<file path="config.mk">
export PLATFORM = sky130hd
export DESIGN_NAME = mbinit_param_responder
export DESIGN_NICKNAME = d
export VERILOG_FILES = /design/src/rtl/mbinit_pkg.sv /design/src/rtl/param_resolver.sv /design/src/rtl/mbinit_param_responder.sv
export SDC_FILE = /design/constraint.sdc
export NUM_CORES = 1
export LEC_CHECK = 0
export CORE_AREA = 2 2 70 72
export CTS_BUF_LIST = sky130_fd_sc_hd__clkbuf_4 sky130_fd_sc_hd__clkbuf_8
export CTS_CLUSTER_SIZE = 20
export DETAILED_ROUTE_END_ITERATION = 16
export DIE_AREA = 0 0 72 74
export PLACE_DENSITY = 0.79
export SLEW_MARGIN = 0
export SYNTH_ARGS = -nofsm -noshare
export SYNTH_HDL_FRONTEND = slang
export SYNTH_SLANG_ARGS = --single-unit
</file>
<file path="constraint.sdc">
create_clock -name CLK -period 4.05 [get_ports CLK]
set_input_delay 0.6075 -clock CLK [delete_from_list [all_inputs] [get_ports CLK]]
set_output_delay 0.6075 -clock CLK [all_outputs]
set_load 0.01 [all_outputs]
</file>
<file path="src/rtl/mbinit_pkg.sv">
// Shared MBINIT definitions: sideband message codes, clock mode/phase and data rate
// encodings, the parameter payload struct and the PARAM responder state encoding.
package mbinit_pkg;

  localparam int unsigned MSG_W   = 4;
  localparam int unsigned RATE_W  = 3;
  localparam int unsigned SWING_W = 5;

  // Sideband message codes, common to the PARAM initiator and responder.
  localparam logic [MSG_W-1:0] MSG_PARAM_CFG_REQ  = 4'b0001;
  localparam logic [MSG_W-1:0] MSG_PARAM_CFG_RESP = 4'b0010;

  // Clock mode / phase encodings.
  localparam logic CLK_MODE_STROBE = 1'b0;
  localparam logic CLK_MODE_CONT   = 1'b1;
  localparam logic CLK_PHASE_DIFF  = 1'b0;
  localparam logic CLK_PHASE_QUAD  = 1'b1;

  // Data rate encoding; zero means no usable rate.
  localparam logic [RATE_W-1:0] RATE_INVALID = 3'd0;

  // Negotiated link parameters as carried in the req/resp data field.
  typedef struct packed {
    logic [RATE_W-1:0] rate;
    logic              clk_mode;
    logic              clk_phase;
  } mb_param_t;

  typedef enum logic [2:0] {
    ST_IDLE      = 3'd0,
    ST_WAIT_REQ  = 3'd1,
    ST_RESOLVE   = 3'd2,
    ST_SEND_RESP = 3'd3,
    ST_DONE      = 3'd4,
    ST_ERROR     = 3'd5
  } param_rsp_state_e;

endpackage

</file>
<file path="src/rtl/param_resolver.sv">
// Combinational resolution of partner-requested parameters against local capability.
//   req_i              : parameters advertised by the partner
//   local_rate_i       : local max data rate
//   local_cont_clk_i   : local continuous clock support
//   local_quad_i       : local quadrature phase support
//   resolved_c_o       : min rate, AND-ed mode and phase
//   no_common_rate_c_o : resolved rate is the invalid encoding
module param_resolver
  import mbinit_pkg::*;
(
  input  mb_param_t         req_i,
  input  logic [RATE_W-1:0] local_rate_i,
  input  logic              local_cont_clk_i,
  input  logic              local_quad_i,
  output mb_param_t         resolved_c_o,
  output logic              no_common_rate_c_o
);

  // Highest common rate is the lower of the two capabilities.
  always_comb begin
    resolved_c_o.rate      = (req_i.rate < local_rate_i) ? req_i.rate : local_rate_i;
    resolved_c_o.clk_mode  = req_i.clk_mode & local_cont_clk_i;
    resolved_c_o.clk_phase = req_i.clk_phase & local_quad_i;
  end

  assign no_common_rate_c_o = (resolved_c_o.rate == RATE_INVALID);

endmodule

</file>
<file path="src/rtl/mbinit_param_responder.sv">
// Partner-side MBINIT.PARAM responder: waits for configuration_req, resolves the
// requested parameters against local capability and returns configuration_resp.
//   CLK, rst                    : clock, async active-high reset
//   i_MBINIT_Start_en           : enable; low returns to IDLE
//   i_RX_*, i_msg_valid         : decoded incoming sideband message and fields
//   i_Local_*                   : local capabilities (static during MBINIT)
//   i_Busy_SideBand             : sideband TX busy
//   i_falling_edge_busy         : sideband finished sending
//   o_TX_*, o_Valid*            : resp message towards sideband TX
//   o_RX_VoltageSwing_Latched   : partner swing captured from the req
//   o_MBINIT_PARAM_Resp_end     : resp delivered (level)
//   o_train_error_req           : single-cycle error pulse
// All outputs are registered and decoded from the next state.
module mbinit_param_responder
  import mbinit_pkg::*;
#(
  parameter int unsigned TIMEOUT_CYCLES = 800000,
  parameter int unsigned TO_W           = 20
) (
  input  logic               CLK,
  input  logic               rst,
  input  logic               i_MBINIT_Start_en,
  input  logic [MSG_W-1:0]   i_RX_SbMessage,
  input  logic               i_msg_valid,
  input  logic [SWING_W-1:0] i_RX_VoltageSwing,
  input  logic [RATE_W-1:0]  i_RX_MaxDataRate,
  input  logic               i_RX_ClockMode,
  input  logic               i_RX_PhaseClock,
  input  logic [RATE_W-1:0]  i_Local_MaxDataRate,
  input  logic               i_Local_ContClk_Support,
  input  logic               i_Local_Quad_Support,
  input  logic               i_Busy_SideBand,
  input  logic               i_falling_edge_busy,
  output logic [MSG_W-1:0]   o_TX_SbMessage,
  output logic               o_ValidOutDatat_Module,
  output logic               o_ValidDataFieldParameters,
  output logic [RATE_W-1:0]  o_TX_MaxDataRate,
  output logic               o_TX_ClockMode,
  output logic               o_TX_PhaseClock,
  output logic [SWING_W-1:0] o_RX_VoltageSwing_Latched,
  output logic               o_MBINIT_PARAM_Resp_end,
  output logic               o_train_error_req
);

  localparam logic [TO_W-1:0] TO_LAST = TO_W'(TIMEOUT_CYCLES - 1);

  param_rsp_state_e   state_q, state_d;
  logic [TO_W-1:0]    to_cnt_q, to_cnt_d;
  mb_param_t          req_q, req_d;
  logic [SWING_W-1:0] swing_q, swing_d;
  logic [MSG_W-1:0]   tx_msg_q, tx_msg_d;
  logic               tx_valid_q, tx_valid_d;
  logic               tx_pvalid_q, tx_pvalid_d;
  mb_param_t          tx_param_q, tx_param_d;
  logic               resp_end_q, resp_end_d;
  logic               err_q, err_d;

  mb_param_t          resolved_c;
  logic               no_common_rate_c;
  logic               req_seen_c;

  assign req_seen_c = i_msg_valid && (i_RX_SbMessage == MSG_PARAM_CFG_REQ);

  param_resolver u_resolver (
    .req_i              (req_q),
    .local_rate_i       (i_Local_MaxDataRate),
    .local_cont_clk_i   (i_Local_ContClk_Support),
    .local_quad_i       (i_Local_Quad_Support),
    .resolved_c_o       (resolved_c),
    .no_common_rate_c_o (no_common_rate_c)
  );

  // Next-state, latch and next-state-decoded output logic.
  always_comb begin
    state_d     = state_q;
    to_cnt_d    = '0;
    req_d       = req_q;
    swing_d     = swing_q;
    tx_msg_d    = '0;
    tx_valid_d  = 1'b0;
    tx_pvalid_d = 1'b0;
    tx_param_d  = '0;
    resp_end_d  = 1'b0;
    err_d       = 1'b0;

    if ((state_q != ST_IDLE) && !i_MBINIT_Start_en) begin
      state_d = ST_IDLE;
    end else begin
      unique case (state_q)
        ST_IDLE: begin
          if (i_MBINIT_Start_en) state_d = ST_WAIT_REQ;
        end
        ST_WAIT_REQ: begin
          // A req on the final timeout cycle takes priority over the error.
          if (req_seen_c) begin
            state_d = ST_RESOLVE;
          end else if (to_cnt_q == TO_LAST) begin
            state_d = ST_ERROR;
          end else begin
            to_cnt_d = to_cnt_q + TO_W'(1);
          end
        end
        ST_RESOLVE: begin
          state_d = no_common_rate_c ? ST_ERROR : ST_SEND_RESP;
        end
        ST_SEND_RESP: begin
          // Only a completion of our own message counts.
          if (tx_valid_q && i_falling_edge_busy) state_d = ST_DONE;
        end
        ST_DONE: begin
          // Partner retry: re-resolve and answer again.
          if (req_seen_c) state_d = ST_RESOLVE;
        end
        ST_ERROR: begin
          state_d = ST_ERROR;
        end
        default: begin
          state_d = ST_IDLE;
        end
      endcase
    end

    if (state_d == ST_RESOLVE) begin
      req_d.rate      = i_RX_MaxDataRate;
      req_d.clk_mode  = i_RX_ClockMode;
      req_d.clk_phase = i_RX_PhaseClock;
      swing_d         = i_RX_VoltageSwing;
    end else if (state_d == ST_IDLE) begin
      req_d   = '0;
      swing_d = '0;
    end

    unique case (state_d)
      ST_SEND_RESP: begin
        // Launch only into an idle sideband; once launched, hold until completion.
        if (tx_valid_q || !i_Busy_SideBand) begin
          tx_msg_d    = MSG_PARAM_CFG_RESP;
          tx_valid_d  = 1'b1;
          tx_pvalid_d = 1'b1;
          tx_param_d  = resolved_c;
        end
      end
      ST_DONE:  resp_end_d = 1'b1;
      ST_ERROR: err_d      = (state_q != ST_ERROR);
      default:  ;
    endcase
  end

  // State and output registers.
  always_ff @(posedge CLK or posedge rst) begin
    if (rst) begin
      state_q     <= ST_IDLE;
      to_cnt_q    <= '0;
      req_q       <= '0;
      swing_q     <= '0;
      tx_msg_q    <= '0;
      tx_valid_q  <= 1'b0;
      tx_pvalid_q <= 1'b0;
      tx_param_q  <= '0;
      resp_end_q  <= 1'b0;
      err_q       <= 1'b0;
    end else begin
      state_q     <= state_d;
      to_cnt_q    <= to_cnt_d;
      req_q       <= req_d;
      swing_q     <= swing_d;
      tx_msg_q    <= tx_msg_d;
      tx_valid_q  <= tx_valid_d;
      tx_pvalid_q <= tx_pvalid_d;
      tx_param_q  <= tx_param_d;
      resp_end_q  <= resp_end_d;
      err_q       <= err_d;
    end
  end

  assign o_TX_SbMessage             = tx_msg_q;
  assign o_ValidOutDatat_Module     = tx_valid_q;
  assign o_ValidDataFieldParameters = tx_pvalid_q;
  assign o_TX_MaxDataRate           = tx_param_q.rate;
  assign o_TX_ClockMode             = tx_param_q.clk_mode;
  assign o_TX_PhaseClock            = tx_param_q.clk_phase;
  assign o_RX_VoltageSwing_Latched  = swing_q;
  assign o_MBINIT_PARAM_Resp_end    = resp_end_q;
  assign o_train_error_req          = err_q;

endmodule

</file>
# Word level (Yosys, flattened, before mapping)
# Index checks and enable logic that the tools add are counted.
# totals
reg_bits	45
latchBits	0
ramBits	0
rom_bits	0
in_bits	25
out_inout_bits	18
mem_count	0
# op_classes
add_sub_neg	1
n_mul	0
div_mod_pow	0
order_cmp	1
eq_ne	12
shift	0
n_mux	24
bitwise	2
n_reduce_logical	11
# op_table
operator	count
$mux W20	4
$mux W5	5
$mux W3	8
$add A20 B1 Y20 const B	1
$eq A20 B20 Y1 const B	1
$pmux W3 S6	1
$eq A3 B2 Y1 const B	4
$eq A3 B3 Y1 const B	4
$logic_not A3 Y1	3
$eq A4 B1 Y1 const B	1
$mux W1	4
$mux W2	2
$eq A3 B1 Y1 const B	1
$logic_and A1 B1 Y1	3
$lt A3 B3 Y1	1
$ne A3 B3 Y1 const B	1
$reduce_bool A3 Y1	1
$and A1 B1 Y1	2
$logic_not A1 Y1	2
$reduce_bool A2 Y1	1
$logic_or A1 B1 Y1	1

# Longest topological paths before layout
# Gate-level depths: netlist of the first run.
# logic_depth
depth_word	9
ltp_mapped	9

# By module
# From an unflattened synthesis of the first run, not the netlist that was laid out.
# unflattened
cells_unflattened	216
hier_area_um2	2133.3
# modules_own_cells
module	instances	cells_each	area_per_inst_um2
mbinit_param_responder	1	200	1989.4
param_resolver	1	16	143.9

# Worst setup path after synthesis of the first run
# Ideal clock, no wire load.
# synth_timing
path_type	input to register
start	input port i_Local_MaxDataRate[2]
end	register req_q[0] (netlist bit)
setup_time_ns	0.069
arrival_time_ns	2.144
required_ns	3.981
setup_slack_ns	1.837
cell_stages	9
n_path_buf	1
path_cell_list	inv_1 > ha_1 > nand2_1 > o21ai_0 > mux2i_1 > and3_1 > clkbuf_1 > o211ai_1 > nand3_1
# synth_between
elab_chain_len	8
word_cells_on_any_way	10
cone_classes	order compare (1); eq/ne (1); mux (5); reduce/logical (3)
# synth_lines
item	line_no	text
start, declared	mbinit_param_responder.sv:29	input logic [RATE_W-1:0] i_Local_MaxDataRate,
$lt A3 B3 Y1	param_resolver.sv:21	resolved_c_o.rate = (req_i.rate < local_rate_i) ? req_i.rate : local_rate_i;
$mux W3 (*)	param_resolver.sv:21	
$logic_not A3 Y1 (*)	param_resolver.sv:26	assign no_common_rate_c_o = (resolved_c_o.rate == RATE_INVALID);
$mux W3 (*)	mbinit_param_responder.sv:104	state_d = no_common_rate_c ? ST_ERROR : ST_SEND_RESP;
$pmux W3 S6 (*)	mbinit_param_responder.sv:89	unique case (state_q)
$mux W3 (*)	mbinit_param_responder.sv:86	if ((state_q != ST_IDLE) && !i_MBINIT_Start_en) begin
$eq A3 B2 Y1 or $logic_not A3 Y1 (tied branches)	mbinit_param_responder.sv:123, mbinit_param_responder.sv:128	
$mux W5 or $reduce_bool A2 Y1 (tied branches)	--	
end signal, assigned	mbinit_param_responder.sv:165	req_q <= req_d;
end, declared	mbinit_param_responder.sv:49	mb_param_t req_q, req_d;
# Every way passes the cells marked *; elsewhere a longest branch is shown, timed or not.
# A chain may end at the register's enable or synchronous reset.

==> results of run 1 <==
-- worst paths after layout --
kind	startpoint	end	cells past startpoint
min in group asynchronous	rst	to_cnt_q[7]	3
max	i_MBINIT_Start_en	o_TX_MaxDataRate[0]	7
max reg2reg	state_q[2]	o_TX_MaxDataRate[0]	6
min reg2reg	to_cnt_q[0]	to_cnt_q[0]	1
max in group asynchronous	rst	to_cnt_q[16]	3
min	to_cnt_q[0]	to_cnt_q[0]	1
-- worst reg2reg max path, cell delays in order, from the launching register on --
cell and delay (ns):
dfrtp_1 0.49, o21ba_2 0.25, o21bai_1 0.68, o31ai_1 0.17, a31oi_1 0.75, and4b_4 0.44
and3_1 0.17
-- state kept, by name, summed over array words and instances (netlist names) --
signal,cells
o_train_error_req,1
o_TX_ClockMode,1
o_RX_VoltageSwing_Latched,5
o_TX_MaxDataRate,3
o_MBINIT_PARAM_Resp_end,1
state_q,3
o_TX_SbMessage,1
to_cnt_q,20
req_q,5
o_TX_PhaseClock,1
-- area by class of cell --
class | count | area (µm²) | share of cell area
Multi-Input combinational cell | 175 | 1110 | 0.407
Clock buffer | 6 | 82.6 | 0.0303
Sequential cell | 41 | 1030 | 0.377
Timing Repair Buffer | 40 | 398 | 0.146
Clock inverter | 1 | 7.51 | 0.00276
Tap cell | 54 | 67.6 | 0.0248
Inverter | 9 | 33.8 | 0.0124
-- cell usage in the layout, fill, tap and decap left out, drive strengths merged, types with 2 or more instances in the layout --
cell type       n
dfrtp          41
clkdlybuf4s50  39
nor2           28
nand2          24
nand3          18
nand4          13
o211ai         10
inv             9
xnor2           8
and3            7
xor2            7
a21oi           6
nor2b           6
clkbuf          6
o21ai           6
or3             5
ha              4
nor3            3
conb            3
and4b           3
and4            3
o21bai          2
nor4b           2
-- synth_stat cells, types with 5 or more instances --
cell type  number  share of area
a21oi_1         6          0.013
and3_1          7          0.020
buf_2           5          0.011
buf_4           5          0.017
dfrtp_1        41           0.46
inv_1           9          0.015
nand2_1        23          0.039
nand3_1        18          0.040
nand4_1        13          0.036
nor2_1         27          0.045
nor2b_1         6          0.017
o211ai_1       10          0.033
o21ai_0         5          0.011
xnor2_1         8          0.031
xor2_1          7          0.027
-- metrics by stage --
step                      total power [mW]   util
after floorplan                      0.645      -
after detailed placement             0.725  0.573
after global placement               0.720  0.573
after global routing                  1.04  0.592
after CTS                            0.994  0.592
final                                0.992  0.592
-- report_power, final --
group | switching (mW) | internal [mW]
clock network | 0.139 | 0.135
registers | 0.0271 | 0.430
logic | 0.157 | 0.104
-- layer usage --
layer / part of all wire / vias to the layer above / global-route usage
met4: 0.018 / 0 / 0.0839
met2: 0.51 / 48 / 0.324
met1: 0.43 / 866 / 0.234
li1: - / 902 / -
met3: 0.039 / 11 / 0.0339
met5: 0 / - / 0
-- cell families after synthesis --
kind of cell / synth area share
adders and majority gates: 0.0223
buffers and inverters: 0.0513
xor gates and xnor gates: 0.0586
and+or+nand+nor: 0.290
muxes: 0.00446
AOI/OAI and AO/OA: 0.114
DFF: 0.458
other: 0.00167
==> reports/metrics.cfg, run 1 <==
[status]
outcome=finished clean

[sta]
drv_slew=0
post-route-period-util=0.810
setup_violations=0
holdWs_ns=0.497
fin_crit_ns=3.28
fin_ws_ns=0.768
slew_headroom=0.354
rsz0062_at_grt=false
worst_pin_slew_ns=0.965
finalHoldViolations=0
tns_ns=0
skew_ns=0.00401
fmax_mhz=305

[route]
first_pass_iters=4
viasPerCell=5.60
ant_nets=0
drc=0
routedWlPerCell_um=14.4
routed_wl_um=4700
drt-initial-drc-count=111
route.vias.total=1827

[global_routing]
grt_pass1_vias=1811
grt_pass1_wl_um=7820
grt_max_degree=42
antenna_found_initial=0
grt_overflow_total=0
grt.total_usage=0.188

[setup_path]
worstPathRequired_ns=4.28
path_cells=clkdlybuf4s50_1 -> o21ba_2 -> o21bai_1 -> o31ai_1 -> a31oi_1 -> and4b_4 -> and3_1
start_kind=primary input
cp.buffers_inverters=1
path_class=in -> reg
cp_slowest_cell=a31oi_1
end_kind=register
crit_family=compound AO/OA/AOI/OAI gates
reg2reg_slack_ns=1.05
critPathMaxFanout=13
critPathArrivalTime_ns=3.52
critPathMaxStageDelay_ns=0.75

[synth]
async_flop_share=1.00
synth_area_per_cell_um2=9.42
synth-warning-count=0
synth-main-ff-cell=dfrtp_1
synth_edf_count=0
syn_area_um2=2240
yosysSeqAreaShare=0.458
synth.distinct_cells=49
ys_ff_latch=41
postSynthCellCount=238

[cts]
cts.sinks=41
insertion_delay_ns=0.29
htreeDepth=2
clkTransAtPathRegs_ns=0.08
clock_path_buffers=2
cts-root-buf=clkbuf_8
ctsResizeCount=0
cts_tree=yes
post_cts_buffers=0
cts-buffers-inserted=5
hold_buffers=0

[min_path]
hp-class=reg -> reg

[layout]
fillCellCount=393
final_area_um2=2720
area_growth_pct=21.5
num_antenna_cells=0
fin_nets=301
finalNonFillerCells=326
drive_gt1_frac=0.0735

[die]
start_util=0.488
fp.dieH_um=74
die_area_um2=5330
die_w_um=72
core_um2=4600
io_pins=43
rows=25

[place]
post_dp_cell_area_um2=2630
dp_cells=319
place_congestion=0.807
dpl_worst_slack_ns=0.485
port_buffers=39
dp_hpwl_um=3330

[power]
powerDensity_nw_per_um2=364
ir_drop_mv=0.172
leakage_nw=1.15

[job]
max_cap_violations=0

Note: power is estimated with default switching activity, not from simulation.
==> inputs of run 2 (changes only) <==
- CORE_AREA: 2 2 70 72 -> 2 2 72 74
- DIE_AREA: 0 0 72 74 -> 0 0 74 76
- PLACE_DENSITY: 0.79 -> 0.78
- clock period: 4.05 -> 2.94 ns (I/O delays scaled with it)
==> run 2 against run 1 <==
Clock skew hardly changed. Global-route usage is 0.50 points higher. Flip-flop and latch count stayed put. Die area is 5.6% higher. Final cell count is 6.7% higher. Register-to-register slack worse by 0.54 ns. Non-clock buffer count is 5 higher. Sequential share of layout area is 1.4 points lower. Hold slack worse by 0.013 ns. Design area is 3.7% higher. Critical path type is now reg -> reg. Largest cell class unchanged. Highest routed layer unchanged.
==> reports/metrics.cfg, run 2 (synthesis gave the netlist of run 1 again) <==
[cts]
cts-buffers-inserted=5
insertion_delay_ns=0.30
cts_tree=yes
clkTransAtPathRegs_ns=0.08
htreeDepth=2
cts.sinks=41
clock_path_buffers=2
ctsResizeCount=0
post_cts_buffers=0
hold_buffers=0
cts-root-buf=clkbuf_8

[layout]
final_cell_mix=dfrtp_1, clkdlybuf4s50_1, nor2_1, nand2_1, nand3_1
final_area_um2=2830
final_common_cell=dfrtp_1
area_growth_pct=26.0
regMostFlops=to_cnt_q
largest_reg_flops=20
num_antenna_cells=0
finalNonFillerCells=348
fin_nets=306
drive_gt1_frac=0.0935

[route]
viasPerCell=5.43
routed_wl_um=4890
drc=0
drt-initial-drc-count=114
first_pass_iters=4
ant_nets=0
routedWlPerCell_um=14.1
route.vias.total=1888

[sta]
setup_violations=0
tns_ns=0
fmax_mhz=412
fin_crit_ns=2.43
slew_headroom=0.652
rsz0062_at_grt=false
skew_ns=0.00438
finalHoldViolations=0
drv_slew=0
worst_pin_slew_ns=0.518
post-route-period-util=0.825

[setup_path]
end_kind=register
r2r-start=to_cnt_q[0]
critPathMaxFanout=12
critPathArrivalTime_ns=2.62
worstPathRequired_ns=3.13
path_class=reg -> reg
start_kind=register
crit_path_start=to_cnt_q[0]

[die]
fp.dieH_um=76
rows=26
start_util=0.456
core_um2=4910
die_area_um2=5620
die_w_um=74
io_pins=43

[global_routing]
grt_pass1_wl_um=8490
grt_overflow_total=0
grt_pass1_vias=1846
antenna_found_initial=0
grt.total_usage=0.193
grt_max_degree=42

[power]
leakage_nw=1.20
ir_drop_mv=0.301
powerDensity_nw_per_um2=543

[place]
place_congestion=0.834
port_buffers=39
dp_cells=340
post_dp_cell_area_um2=2690
dp_hpwl_um=3460

[min_path]
hp-class=reg -> reg
hold_start=to_cnt_q[0]

[status]
outcome=finished clean

[job]
max_cap_violations=0

run 2: cell type report:
cell class	count	area [µm²]
fillers	437	2090
multi-input cells	175	1110
flip-flops and latches	41	1030
repair buffers	45	435
well taps	70	87.6
clock buffers	5	68.8
clock inverters	3	65.1
inverters	9	33.8
run 2: per-stage QoR:
stage          setup slack (ns)  total power, mW  hold slack, ns  utilization
2_1_floorplan             0.893            0.889           0.448            -
4_1_cts                   0.528             1.54           0.483        0.575
3_3_place_gp              0.381            0.999           0.469        0.548
5_1_grt                   0.337             1.61           0.510        0.575
6_report                  0.514             1.53           0.485        0.575
3_5_place_dp              0.302             1.00           0.471        0.548
run 2: path summary, 6_finish.rpt:
kind / cells after the start / slack [ns] / endpoint
worst max-delay path: 7 / 0.51 / o_TX_ClockMode
worst min-delay path: 1 / 0.48 / to_cnt_q[0]
worst max register to register: 7 / 0.51 / o_TX_ClockMode
worst min register to register: 1 / 0.48 / to_cnt_q[0]
max in group asynchronous: 3 / 2.02 / to_cnt_q[13]
min in group asynchronous: 3 / 0.56 / to_cnt_q[4]
run 2: layer usage:
layer / vias to the layer above / part of all wire / global-route usage
met4: 0 / 0.019 / 0.0564
met1: 917 / 0.40 / 0.231
met3: 10 / 0.040 / 0.0529
met2: 47 / 0.54 / 0.333
met5: - / 0 / 0
li1: 914 / - / -
run 2: power by group:
part / total (mW) / internal (mW) / switching (mW)
Clock: 0.538 / 0.337 / 0.200
Sequential: 0.631 / 0.592 / 0.0391
Combinational: 0.365 / 0.151 / 0.214
run 2: worst max-delay path, cell delays in order, from the launching register on:
cell	delay, ns
dfrtp_1	0.39
ha_1	0.24
and4_4	0.27
nand2_2	0.08
or3_4	0.40
o21ai_2	0.45
and4b_4	0.30
and3_1	0.19
==> inputs of run 3 (changes only) <==
- CORE_AREA: 2 2 72 74 -> 2 2 70 72
- DIE_AREA: 0 0 74 76 -> 0 0 72 74
- PLACE_DENSITY: 0.78 -> 0.79
- clock period: 2.94 -> 2.55 ns (I/O delays scaled with it)
==> run 3 against run 2 <==
Worst setup slack got worse by 0.24 ns. Core utilization increased by 3.4 points. Via count decreased by 0.58%. Hold slack improved by 0.014 ns. Die area decreased by 5.3%.
==> reports/metrics.cfg, run 3 (synthesis gave the netlist of run 1 again) <==
[status]
outcome=finished clean

[die]
rows=25
io_pins=43
die_area_um2=5330
die_w_um=72
core_um2=4600
fp.dieH_um=74
start_util=0.488

[cts]
cts.sinks=41
hold_buffers=0
ctsResizeCount=0
cts-root-buf=clkbuf_8
clkTransAtPathRegs_ns=0.08
insertion_delay_ns=0.30
cts-buffers-inserted=5
post_cts_buffers=0
htreeDepth=2
clock_path_buffers=2
cts_tree=yes

[power]
seqPwrFrac=0.440
leakage_nw=1.20
intPower_mw=1.11
p_clk_frac=0.260
powerDensity_nw_per_um2=586
p_comb_frac=0.300
ir_drop_mv=0.543
power_switching_share=0.321
power_switching_uw=527
p_total_mw=1.64

[global_routing]
grt_max_degree=42
grt.total_usage=0.196
grt_overflow_total=0
antenna_found_initial=0
grt_pass1_vias=1852
grt_pass1_wl_um=8190

[sta]
post-route-period-util=0.892
tns_ns=0
setup_violations=0
finalHoldViolations=0
worst_pin_slew_ns=0.508
rsz0062_at_grt=false
skew_ns=0.00993
drv_slew=0
fmax_mhz=440
holdWs_ns=0.499
fin_crit_ns=2.27
slew_headroom=0.661

[setup_path]
worst_r2r_endpoint=o_TX_PhaseClock
r2r-start=to_cnt_q[0]
path_class=in -> reg
crit_path_start=i_Local_MaxDataRate[2]
crit_end=o_TX_PhaseClock
reg2reg_slack_ns=0.45
worstPathRequired_ns=2.74
r2r.worst_path.cells=7
end_kind=register
critPathMaxFanout=6
start_kind=primary input
critPathArrivalTime_ns=2.46

[layout]
regMostFlops=to_cnt_q
drive_gt1_frac=0.103
area_growth_pct=24.8
num_antenna_cells=0
final_area_um2=2800
final_common_cell=dfrtp_1
fin_nets=310
final_cell_mix=dfrtp_1, clkdlybuf4s50_1, nor2_1, nand2_1, nand3_1
largest_reg_flops=20
finalNonFillerCells=335

[job]
max_cap_violations=0

[route]
first_pass_iters=4
ant_nets=0
routedWlPerCell_um=14.1
route.vias.total=1877
drc=0
routed_wl_um=4740
drt-initial-drc-count=87
viasPerCell=5.60

[place]
port_buffers=39
post_dp_cell_area_um2=2710
dp_cells=328
place_congestion=0.806
dp_hpwl_um=3470

[min_path]
hp-class=reg -> reg

## run 3: cell count changes in the layout (fill, tap and decap cells not counted)
cell	change
buf_4	+3
bufinv_16	-2
buf_12	+1
clkbuf_4	+1
clkinv_2	-1
clkinv_4	+1
## run 3: how the worst min path moves through the flow
| stage | end | cells past startpoint | slack, ns | startpoint |
|---|---|---|---|---|
| 2_1_floorplan | to_cnt_q[0] | 1 | 0.45 | to_cnt_q[0] |
| 3_3_place_gp | to_cnt_q[0] | 1 | 0.47 | to_cnt_q[0] |
| 3_5_place_dp | to_cnt_q[0] | 1 | 0.49 | to_cnt_q[0] |
| 4_1_cts | to_cnt_q[0] | 1 | 0.50 | to_cnt_q[0] |
| 5_1_grt | to_cnt_q[0] | 1 | 0.54 | to_cnt_q[0] |
| 6_report | to_cnt_q[0] | 1 | 0.50 | to_cnt_q[0] |
## run 3: layout make-up
type,instances,area (µm²)
clock inverter,1,8.76
multi-input combinational,175,1110
sequential,41,1030
clock buffer,6,76.3
inverter,9,33.8
tap,54,67.6
timing repair buffer,49,478
fill,384,1800
## run 3: critical path, stage by stage
cell,delay (ns)
clkdlybuf4s50_1,0.48
inv_1,0.05
ha_1,0.33
nand2_1,0.06
o21ai_0,0.20
mux2i_1,0.36
nand3_1,0.16
and4b_4,0.26
and3_1,0.18
## run 3: power groups by stage
stage / logic [mW] / clock network, mW / registers, mW
after global routing: 0.541 / 0.458 / 0.730
after detailed placement: 0.490 / 0 / 0.736
after global placement: 0.488 / 0 / 0.736
final: 0.492 / 0.427 / 0.723
after floorplan: 0.304 / 0 / 0.721
after CTS: 0.494 / 0.427 / 0.723
## run 3: through the flow
stage,setup WS (ns),util
detailed placement,-0.0155,0.590
global placement,0.0923,0.590
floorplan,0.562,-
CTS,0.284,0.609
finish,0.276,0.609
global route,0.0956,0.609
## run 3: per-layer routing
metal | up-vias | GRT usage | part of all wire
li1 | 920 | - | -
met1 | 905 | 0.234 | 0.42
met2 | 45 | 0.343 | 0.52
met3 | 7 | 0.0610 | 0.045
met4 | 0 | 0.0587 | 0.013
met5 | - | 0 | 0
